<file path="src/rtl/skylark_pkg.sv">
// -----------------------------------------------------------------------------
// skylark_pkg
// Shared definitions for the RV32I decode stage: major opcode constants,
// the immediate-format select shared with the extend unit, the decode
// controller state type and the bundle of flags produced by opcode_decoder.
// No ports (package).
// -----------------------------------------------------------------------------
package skylark_pkg;

   localparam logic [6:0] OPC_OP_IMM = 7'b0010011;
   localparam logic [6:0] OPC_LOAD   = 7'b0000011;
   localparam logic [6:0] OPC_JALR   = 7'b1100111;
   localparam logic [6:0] OPC_STORE  = 7'b0100011;
   localparam logic [6:0] OPC_BRANCH = 7'b1100011;
   localparam logic [6:0] OPC_JAL    = 7'b1101111;
   localparam logic [6:0] OPC_OP     = 7'b0110011;

   typedef enum logic [1:0] {
      IMM_I = 2'b00,
      IMM_S = 2'b01,
      IMM_B = 2'b10,
      IMM_J = 2'b11
   } imm_format_t;

   typedef enum logic {
      RUN   = 1'b0,
      STALL = 1'b1
   } decode_state_t;

   // Register-field usage travels with the control flags so the hazard
   // check and the field zeroing both come from a single decode.
   typedef struct packed {
      imm_format_t immFormat;
      logic        usesImm;
      logic        regWrite;
      logic        memRead;
      logic        memWrite;
      logic        rs1Used;
      logic        rs2Used;
      logic        illegal;
   } dec_flags_t;

endpackage

</file>
<file path="src/rtl/decode_ctrl_opcode_decoder.sv">
// -----------------------------------------------------------------------------
// opcode_decoder
// Purely combinational map from the 7-bit major opcode to immediate format,
// control flags and source-register usage. Unknown opcodes (including
// LUI/AUIPC) raise only the illegal flag.
// Ports:
//   opcode_i  in   7   instruction bits [6:0]
//   flags_o   out  --  dec_flags_t bundle
// -----------------------------------------------------------------------------
module opcode_decoder
   import skylark_pkg::*;
(
   input  logic [6:0]  opcode_i,
   output dec_flags_t  flags_o
);

   // Every field defaults to zero / IMM_I so only set bits are listed below.
   always_comb begin
      flags_o           = '0;
      flags_o.immFormat = IMM_I;
      unique case (opcode_i)
         OPC_OP_IMM: begin
            flags_o.usesImm  = 1'b1;
            flags_o.regWrite = 1'b1;
            flags_o.rs1Used  = 1'b1;
         end
         OPC_LOAD: begin
            flags_o.usesImm  = 1'b1;
            flags_o.regWrite = 1'b1;
            flags_o.memRead  = 1'b1;
            flags_o.rs1Used  = 1'b1;
         end
         OPC_JALR: begin
            flags_o.usesImm  = 1'b1;
            flags_o.regWrite = 1'b1;
            flags_o.rs1Used  = 1'b1;
         end
         OPC_STORE: begin
            flags_o.immFormat = IMM_S;
            flags_o.usesImm   = 1'b1;
            flags_o.memWrite  = 1'b1;
            flags_o.rs1Used   = 1'b1;
            flags_o.rs2Used   = 1'b1;
         end
         OPC_BRANCH: begin
            flags_o.immFormat = IMM_B;
            flags_o.rs1Used   = 1'b1;
            flags_o.rs2Used   = 1'b1;
         end
         OPC_JAL: begin
            flags_o.immFormat = IMM_J;
            flags_o.regWrite  = 1'b1;
         end
         OPC_OP: begin
            flags_o.regWrite = 1'b1;
            flags_o.rs1Used  = 1'b1;
            flags_o.rs2Used  = 1'b1;
         end
         default: begin
            flags_o.illegal = 1'b1;
         end
      endcase
   end

endmodule

</file>
<file path="src/rtl/decode_ctrl.sv">
// -----------------------------------------------------------------------------
// decode_ctrl
// Decode-stage controller for the pipelined RV32I core. Holds the IF/ID
// instruction register, decodes it, drives the immediate extend unit and
// sequences the front end (one-cycle load-use stall with bubble, branch
// flush).
// Optional feature: define DECODE_STALL_CNT_EN to build a saturating
// load-use stall-cycle counter on StallCntD; otherwise StallCntD is 0.
// Ports:
//   clk, reset_n          clock (rising edge), synchronous active-low reset
//   InstrF, ValidF        instruction from fetch and its valid
//   FlushD                taken branch/jump in EX: kill D and EX tracking
//   StallF                hold fetch; InstrF not accepted this cycle
//   ValidD                decode slot live
//   ImmFormatD, ImmBitsD  extend-unit controls (format, instr[31:7])
//   UsesImmD, RegWriteD, MemReadD, MemWriteD, IllegalD   decode flags
//   Rs1D, Rs2D, RdD       register fields, zero when unused/invalid
//   BubbleE               ID/EX loads a NOP this cycle
//   StallCntD             load-use stall-cycle count
// -----------------------------------------------------------------------------
module decode_ctrl
   import skylark_pkg::*;
#(
   parameter int XLEN        = 32,
   parameter int STALL_CNT_W = 32
) (
   input  logic                   clk,
   input  logic                   reset_n,
   input  logic [XLEN-1:0]        InstrF,
   input  logic                   ValidF,
   input  logic                   FlushD,
   output logic                   StallF,
   output logic                   ValidD,
   output logic [1:0]             ImmFormatD,
   output logic [24:0]            ImmBitsD,
   output logic                   UsesImmD,
   output logic                   RegWriteD,
   output logic                   MemReadD,
   output logic                   MemWriteD,
   output logic [4:0]             Rs1D,
   output logic [4:0]             Rs2D,
   output logic [4:0]             RdD,
   output logic                   IllegalD,
   output logic                   BubbleE,
   output logic [STALL_CNT_W-1:0] StallCntD
);

   logic [XLEN-1:0] instrD_q, instrD_d;
   logic            validD_q, validD_d;
   decode_state_t   state_q, state_d;
   logic            validE_q, validE_d;
   logic            memReadE_q, memReadE_d;
   logic [4:0]      rdE_q, rdE_d;

   dec_flags_t rawFlags;
   dec_flags_t liveFlags;
   logic       loadUse;
   logic       stallNow;

   opcode_decoder uDecoder (
      .opcode_i (instrD_q[6:0]),
      .flags_o  (rawFlags)
   );

   // An empty decode slot must look exactly like a NOP to everything downstream.
   always_comb begin
      liveFlags = '0;
      if (validD_q) begin
         liveFlags = rawFlags;
      end
   end

   assign ValidD     = validD_q;
   assign ImmFormatD = liveFlags.immFormat;
   assign ImmBitsD   = validD_q ? instrD_q[31:7] : '0;
   assign UsesImmD   = liveFlags.usesImm;
   assign RegWriteD  = liveFlags.regWrite;
   assign MemReadD   = liveFlags.memRead;
   assign MemWriteD  = liveFlags.memWrite;
   assign IllegalD   = liveFlags.illegal;
   assign Rs1D       = liveFlags.rs1Used  ? instrD_q[19:15] : '0;
   assign Rs2D       = liveFlags.rs2Used  ? instrD_q[24:20] : '0;
   assign RdD        = liveFlags.regWrite ? instrD_q[11:7]  : '0;

   // Unused source fields are already zeroed and RdE is non-zero, so a plain
   // equality against the zeroed fields only matches real register reads.
   assign loadUse = validD_q && validE_q && memReadE_q && (rdE_q != 5'd0) &&
                    ((rdE_q == Rs1D) || (rdE_q == Rs2D));

   // Next-state and front-end control. Flush wins over everything; a stall
   // is only taken from RUN because the bubble sitting in EX during STALL
   // cannot produce a new load-use hazard.
   always_comb begin
      state_d  = state_q;
      instrD_d = InstrF;
      validD_d = ValidF;
      stallNow = 1'b0;
      if (FlushD) begin
         instrD_d = '0;
         validD_d = 1'b0;
         state_d  = RUN;
      end else begin
         unique case (state_q)
            RUN: begin
               if (loadUse) begin
                  stallNow = 1'b1;
                  instrD_d = instrD_q;
                  validD_d = validD_q;
                  state_d  = STALL;
               end
            end
            STALL: begin
               state_d = RUN;
            end
            default: begin
               state_d = RUN;
            end
         endcase
      end
   end

   assign StallF  = stallNow;
   assign BubbleE = stallNow;

   // EX-side shadow of the instruction leaving decode; a bubble or flush
   // leaves nothing there to forward a load result from.
   always_comb begin
      validE_d   = validD_q;
      memReadE_d = MemReadD;
      rdE_d      = RdD;
      if (stallNow || FlushD) begin
         validE_d   = 1'b0;
         memReadE_d = 1'b0;
         rdE_d      = '0;
      end
   end

   // Pipeline registers; reset also abandons any stall in progress.
   always_ff @(posedge clk) begin
      if (!reset_n) begin
         instrD_q   <= '0;
         validD_q   <= 1'b0;
         state_q    <= RUN;
         validE_q   <= 1'b0;
         memReadE_q <= 1'b0;
         rdE_q      <= '0;
      end else begin
         instrD_q   <= instrD_d;
         validD_q   <= validD_d;
         state_q    <= state_d;
         validE_q   <= validE_d;
         memReadE_q <= memReadE_d;
         rdE_q      <= rdE_d;
      end
   end

`ifdef DECODE_STALL_CNT_EN
   logic [STALL_CNT_W-1:0] stallCnt_q, stallCnt_d;

   // Counts load-use stall cycles and sticks at all-ones instead of wrapping.
   always_comb begin
      stallCnt_d = stallCnt_q;
      if (stallNow && !(&stallCnt_q)) begin
         stallCnt_d = stallCnt_q + {{(STALL_CNT_W-1){1'b0}}, 1'b1};
      end
   end

   // Counter register, cleared with the rest of the stage.
   always_ff @(posedge clk) begin
      if (!reset_n) begin
         stallCnt_q <= '0;
      end else begin
         stallCnt_q <= stallCnt_d;
      end
   end

   assign StallCntD = stallCnt_q;
`else
   assign StallCntD = '0;
`endif

endmodule
</file>
<file path="config.mk">
export PLATFORM = sky130hd
export DESIGN_NAME = decode_ctrl
export DESIGN_NICKNAME = d
export VERILOG_FILES = /design/src/rtl/skylark_pkg.sv /design/src/rtl/decode_ctrl_opcode_decoder.sv /design/src/rtl/decode_ctrl.sv
export SDC_FILE = /design/constraint.sdc
export NUM_CORES = 1
export LEC_CHECK = 0
export CAP_MARGIN = 10
export CORE_ASPECT_RATIO = 0.6
export CORE_MARGIN = 1.5
export CORE_UTILIZATION = 41
export DETAILED_ROUTE_END_ITERATION = 7
export PLACE_DENSITY = 0.77
export SKIP_LAST_GASP = 1
export SYNTH_ARGS = -nofsm -noshare
export SYNTH_HDL_FRONTEND = slang
export SYNTH_HIERARCHICAL = 1
export SYNTH_SLANG_ARGS = --single-unit
</file>
<file path="constraint.sdc">
create_clock -name clk -period 3.2 [get_ports clk]
set_input_delay 0.64 -clock clk [delete_from_list [all_inputs] [get_ports clk]]
set_output_delay 0.64 -clock clk [all_outputs]
set_load 0.01 [all_outputs]
</file>
==> results.sh <==
export IMPL_slew_limit_headroom_pct=55.7
export IMPL_routed_wl_um=6510
export IMPL_first_global_vias=2088
export IMPL_synth_sequential_area_ratio_pct=32.8
export IMPL_timing_worst_setup_path_type="flop to output pin"
export IMPL_setup_worst_path_end_class="output pin"
export IMPL_antenna_diode_count=0
export IMPL_route_vias_total=2286
export IMPL_mean_cell_area_of_the_mapped_netlist_um2=8.19
export IMPL_layout_drive_gt1_share_pct=8.46
export IMPL_arrival_ps=2460
export IMPL_first_pass_iteration_count_of_the_detailed_router=4
export IMPL_run_status="completed"
export IMPL_buffer_ports_inserted=85
export IMPL_antenna_left=0
export IMPL_cts_root_buffer="sky130_fd_sc_hd__clkbuf_8"
export IMPL_final_cells=470
export IMPL_die_h_um=63.6
export IMPL_layout_worst_path_cycle_share_pct=97.0
export IMPL_grt_setup_unrepaired="true"
export IMPL_design_final_nets=427
export IMPL_timing_final_setup_violations=0
export IMPL_cpLargestDelayFamily="simple AND/OR/NAND/NOR gates"
export IMPL_tritoncts="done"
export IMPL_worst_ir_drop_vdd_mv=0.178
export IMPL_pin_count_of_the_biggest_net_entering_global_routing=72
export IMPL_path_common_cell="sky130_fd_sc_hd__buf_4"
export IMPL_hpwlAfterDp_um=4800
export IMPL_cts_made_buffers=5
export IMPL_drt_first_iter_violations=101
export IMPL_die_area_um2=6610
export IMPL_wire_length_of_the_first_global_routing_pass_um=10200
export IMPL_row_count=21
export IMPL_synth_async_reset_ratio_pct=0
export IMPL_cts_num_sinks=41
export IMPL_layout_setup_ws_ps=97.0
export IMPL_clkSlewWorstSetupHoldPaths_ps=70
export IMPL_crit_slowest_cell="sky130_fd_sc_hd__dfxtp_4"
export IMPL_synth_flop_cell="sky130_fd_sc_hd__dfxtp_1"
export IMPL_crit_path_max_incr_delay_ps=390
export IMPL_synth_edf_count=0
export IMPL_post_synth_inst_count=306
export IMPL_worstMarginPinSlew_ps=665
export IMPL_overflow=0
export IMPL_achievable_frequency_mhz=322
export IMPL_viasPerCell=4.86
export IMPL_grt_antenna_before_repair=0
export IMPL_fin_max_slew_vios=0
export IMPL_clkLatencyLatePin_ps=290
export IMPL_finalClockSkew_ps=3.71
export IMPL_report_final_hold_viol_count=0
export IMPL_synth_cell_area_um2=2510
export IMPL_post_place_cells=461
export IMPL_floorplan_io_pins=118
export IMPL_synth_cell_type_count=34
export IMPL_critical_path_required_ps=2560
export IMPL_layout_area_overhead_vs_synth_pct=37.7
export IMPL_initial_core_util_pct=43.8
export IMPL_cts_htree_levels=2
export IMPL_post_route_min_period_ps=3100
export IMPL_worst_path_buf_inv=3
export IMPL_maxCapViolCount=0
export IMPL_r2r_slack_ps=600
export IMPL_worstHoldPathType="flop to flop"
export IMPL_worstPathMaxFanout=6
export IMPL_gpl_final_weighted_congestion=0.861
export IMPL_critPathLaunchType="flop"
export IMPL_final_hold_worst_slack_ps=455
export IMPL_cts_root_to_sink_buffers=2
export IMPL_ys_seq_elements=41
export IMPL_detailedPlace_worstSlack_ps=-16.3
export IMPL_post_drt_wl_per_cell_um=13.9
export IMPL_path_cells="and3b_2 -> nor2_1 -> nor3_2 -> buf_4 -> buf_4 -> and3_1 -> xnor2_1 -> o2111ai_1 -> o31a_1 -> nor2_2 -> clkdlybuf4s15_1"
export IMPL_ys_warnings_count=6
export IMPL_die_boundary_width_um=104
export IMPL_power_density_nw_per_um2=286
export IMPL_track_usage_pct=19.6
export IMPL_cts_hold_fix_buffers=0
export IMPL_floorplan_core_area_um2=5730
export IMPL_drt_drc_violations_left=0
export IMPL_total_leakage_power_nw=1.62
## area by class of cell
cell class / count / area (um^2)
inverters: 3 / 11.3
clock inverters: 1 / 5.00
multi-input cells: 242 / 1480
flip-flops and latches: 41 / 828
repair buffers: 98 / 961
clock buffers: 5 / 68.8
well taps: 80 / 100
fillers: 533 / 2280
## Yosys cell counts (3+ instances only)
cell	n	area, um^2
sky130_fd_sc_hd__a21oi_1	6	30.0
sky130_fd_sc_hd__a22oi_1	3	22.5
sky130_fd_sc_hd__and2_1	34	213
sky130_fd_sc_hd__and3_1	21	131
sky130_fd_sc_hd__buf_4	33	248
sky130_fd_sc_hd__buf_6	5	56.3
sky130_fd_sc_hd__clkbuf_1	13	48.8
sky130_fd_sc_hd__dfxtp_1	41	821
sky130_fd_sc_hd__inv_1	3	11.3
sky130_fd_sc_hd__mux2i_1	32	320
sky130_fd_sc_hd__nand2_1	67	251
sky130_fd_sc_hd__nor2_1	8	30.0
sky130_fd_sc_hd__nor2b_1	6	37.5
sky130_fd_sc_hd__nor3_1	4	20.0
sky130_fd_sc_hd__o21ai_0	3	15.0
sky130_fd_sc_hd__xnor2_1	4	35.0
## worst register-to-register path: cells and delay by family, from the launching register on
kind	cells	cell delay, ps
AOI/OAI and AO/OA	2	550
xor gates and xnor gates	1	140
buffers and inverters	3	570
DFF	1	390
muxes	1	250
and+or+nand+nor	4	620
## timing repair
action / in CTS / in global routing
hold endpoints to repair: 0 / 0
cloned: 0 / 0
setup endpoints to repair: 2 / 2
resized for setup: 3 / 11
pin swaps: 1 / 1
buffers inserted: 0 / 3
## metal layers
layer | global-route usage [%] | wire [um] | up-vias | part of all wire (%)
li1 | - | - | 1119 | -
met1 | 25.4 | 2920 | 1081 | 45
met2 | 31.2 | 3070 | 77 | 47
met3 | 6.21 | 451 | 9 | 6.9
met4 | 5.73 | 72 | 0 | 1.1
met5 | 0 | 0 | - | 0
## cells in the final DEF, fill, tap and decap left out, types with 6 or more instances in the layout
cell type,count
sky130_fd_sc_hd__a21oi_1,6
sky130_fd_sc_hd__mux2i_1,32
sky130_fd_sc_hd__dfxtp_1,39
sky130_fd_sc_hd__nor2_1,7
sky130_fd_sc_hd__nand2_1,67
sky130_fd_sc_hd__clkdlybuf4s50_1,83
sky130_fd_sc_hd__conb_1,32
sky130_fd_sc_hd__buf_4,12
sky130_fd_sc_hd__and2_1,34
sky130_fd_sc_hd__and3_1,21
## path summary, 6_finish.rpt
check | cells past startpoint | endpoint | start
worst min-delay path | 2 | instrD_q[30] | instrD_q[30]
worst max-delay path | 11 | BubbleE | instrD_q[4]
worst max register to register | 11 | instrD_q[6] | instrD_q[4]
worst min register to register | 2 | instrD_q[30] | instrD_q[30]
## state kept, by name, indices dropped and copies added (netlist names)
| register | count |
|---|---|
| instrD_q | 32 |
| ValidD | 1 |
| memReadE_q | 1 |
| rdE_q | 5 |
| state_q | 1 |
| validE_q | 1 |
## logic make-up (layout without fill, tap and decap cells)
| logic type | Yosys count | in the layout | share of synthesized area [%] |
|---|---|---|---|
| AND/OR/NAND/NOR | 151 | 151 | 31.3 |
| multiplexers | 32 | 32 | 12.8 |
| flip-flops | 41 | 41 | 32.8 |
| buffers and inverters | 54 | 107 | 14.5 |
| other | 1 | 32 | 0.150 |
| AO/OA/AOI/OAI | 23 | 23 | 7.14 |
| XOR/XNOR | 4 | 4 | 1.40 |
## where the power goes
part / leakage, nW / internal [mW] / switching [mW]
clock network: 0.0399 / 0.144 / 0.168
registers: 0.337 / 0.526 / 0.0169
logic: 1.24 / 0.0681 / 0.0640
total: 1.62 / 0.738 / 0.249
## through the flow
step	total power [mW]	instance area, um^2	setup TNS [ps]	util [%]
finish	0.987	3450	0	60.3
global route	1.04	3450	-27.3	60.3
CTS	0.995	3390	-16.5	59.2
detailed placement	0.684	3320	-16.3	57.9
global placement	0.681	3320	0	57.9
floorplan	0.643	2620	0	-
Note: power is estimated with default switching activity, not from simulation.
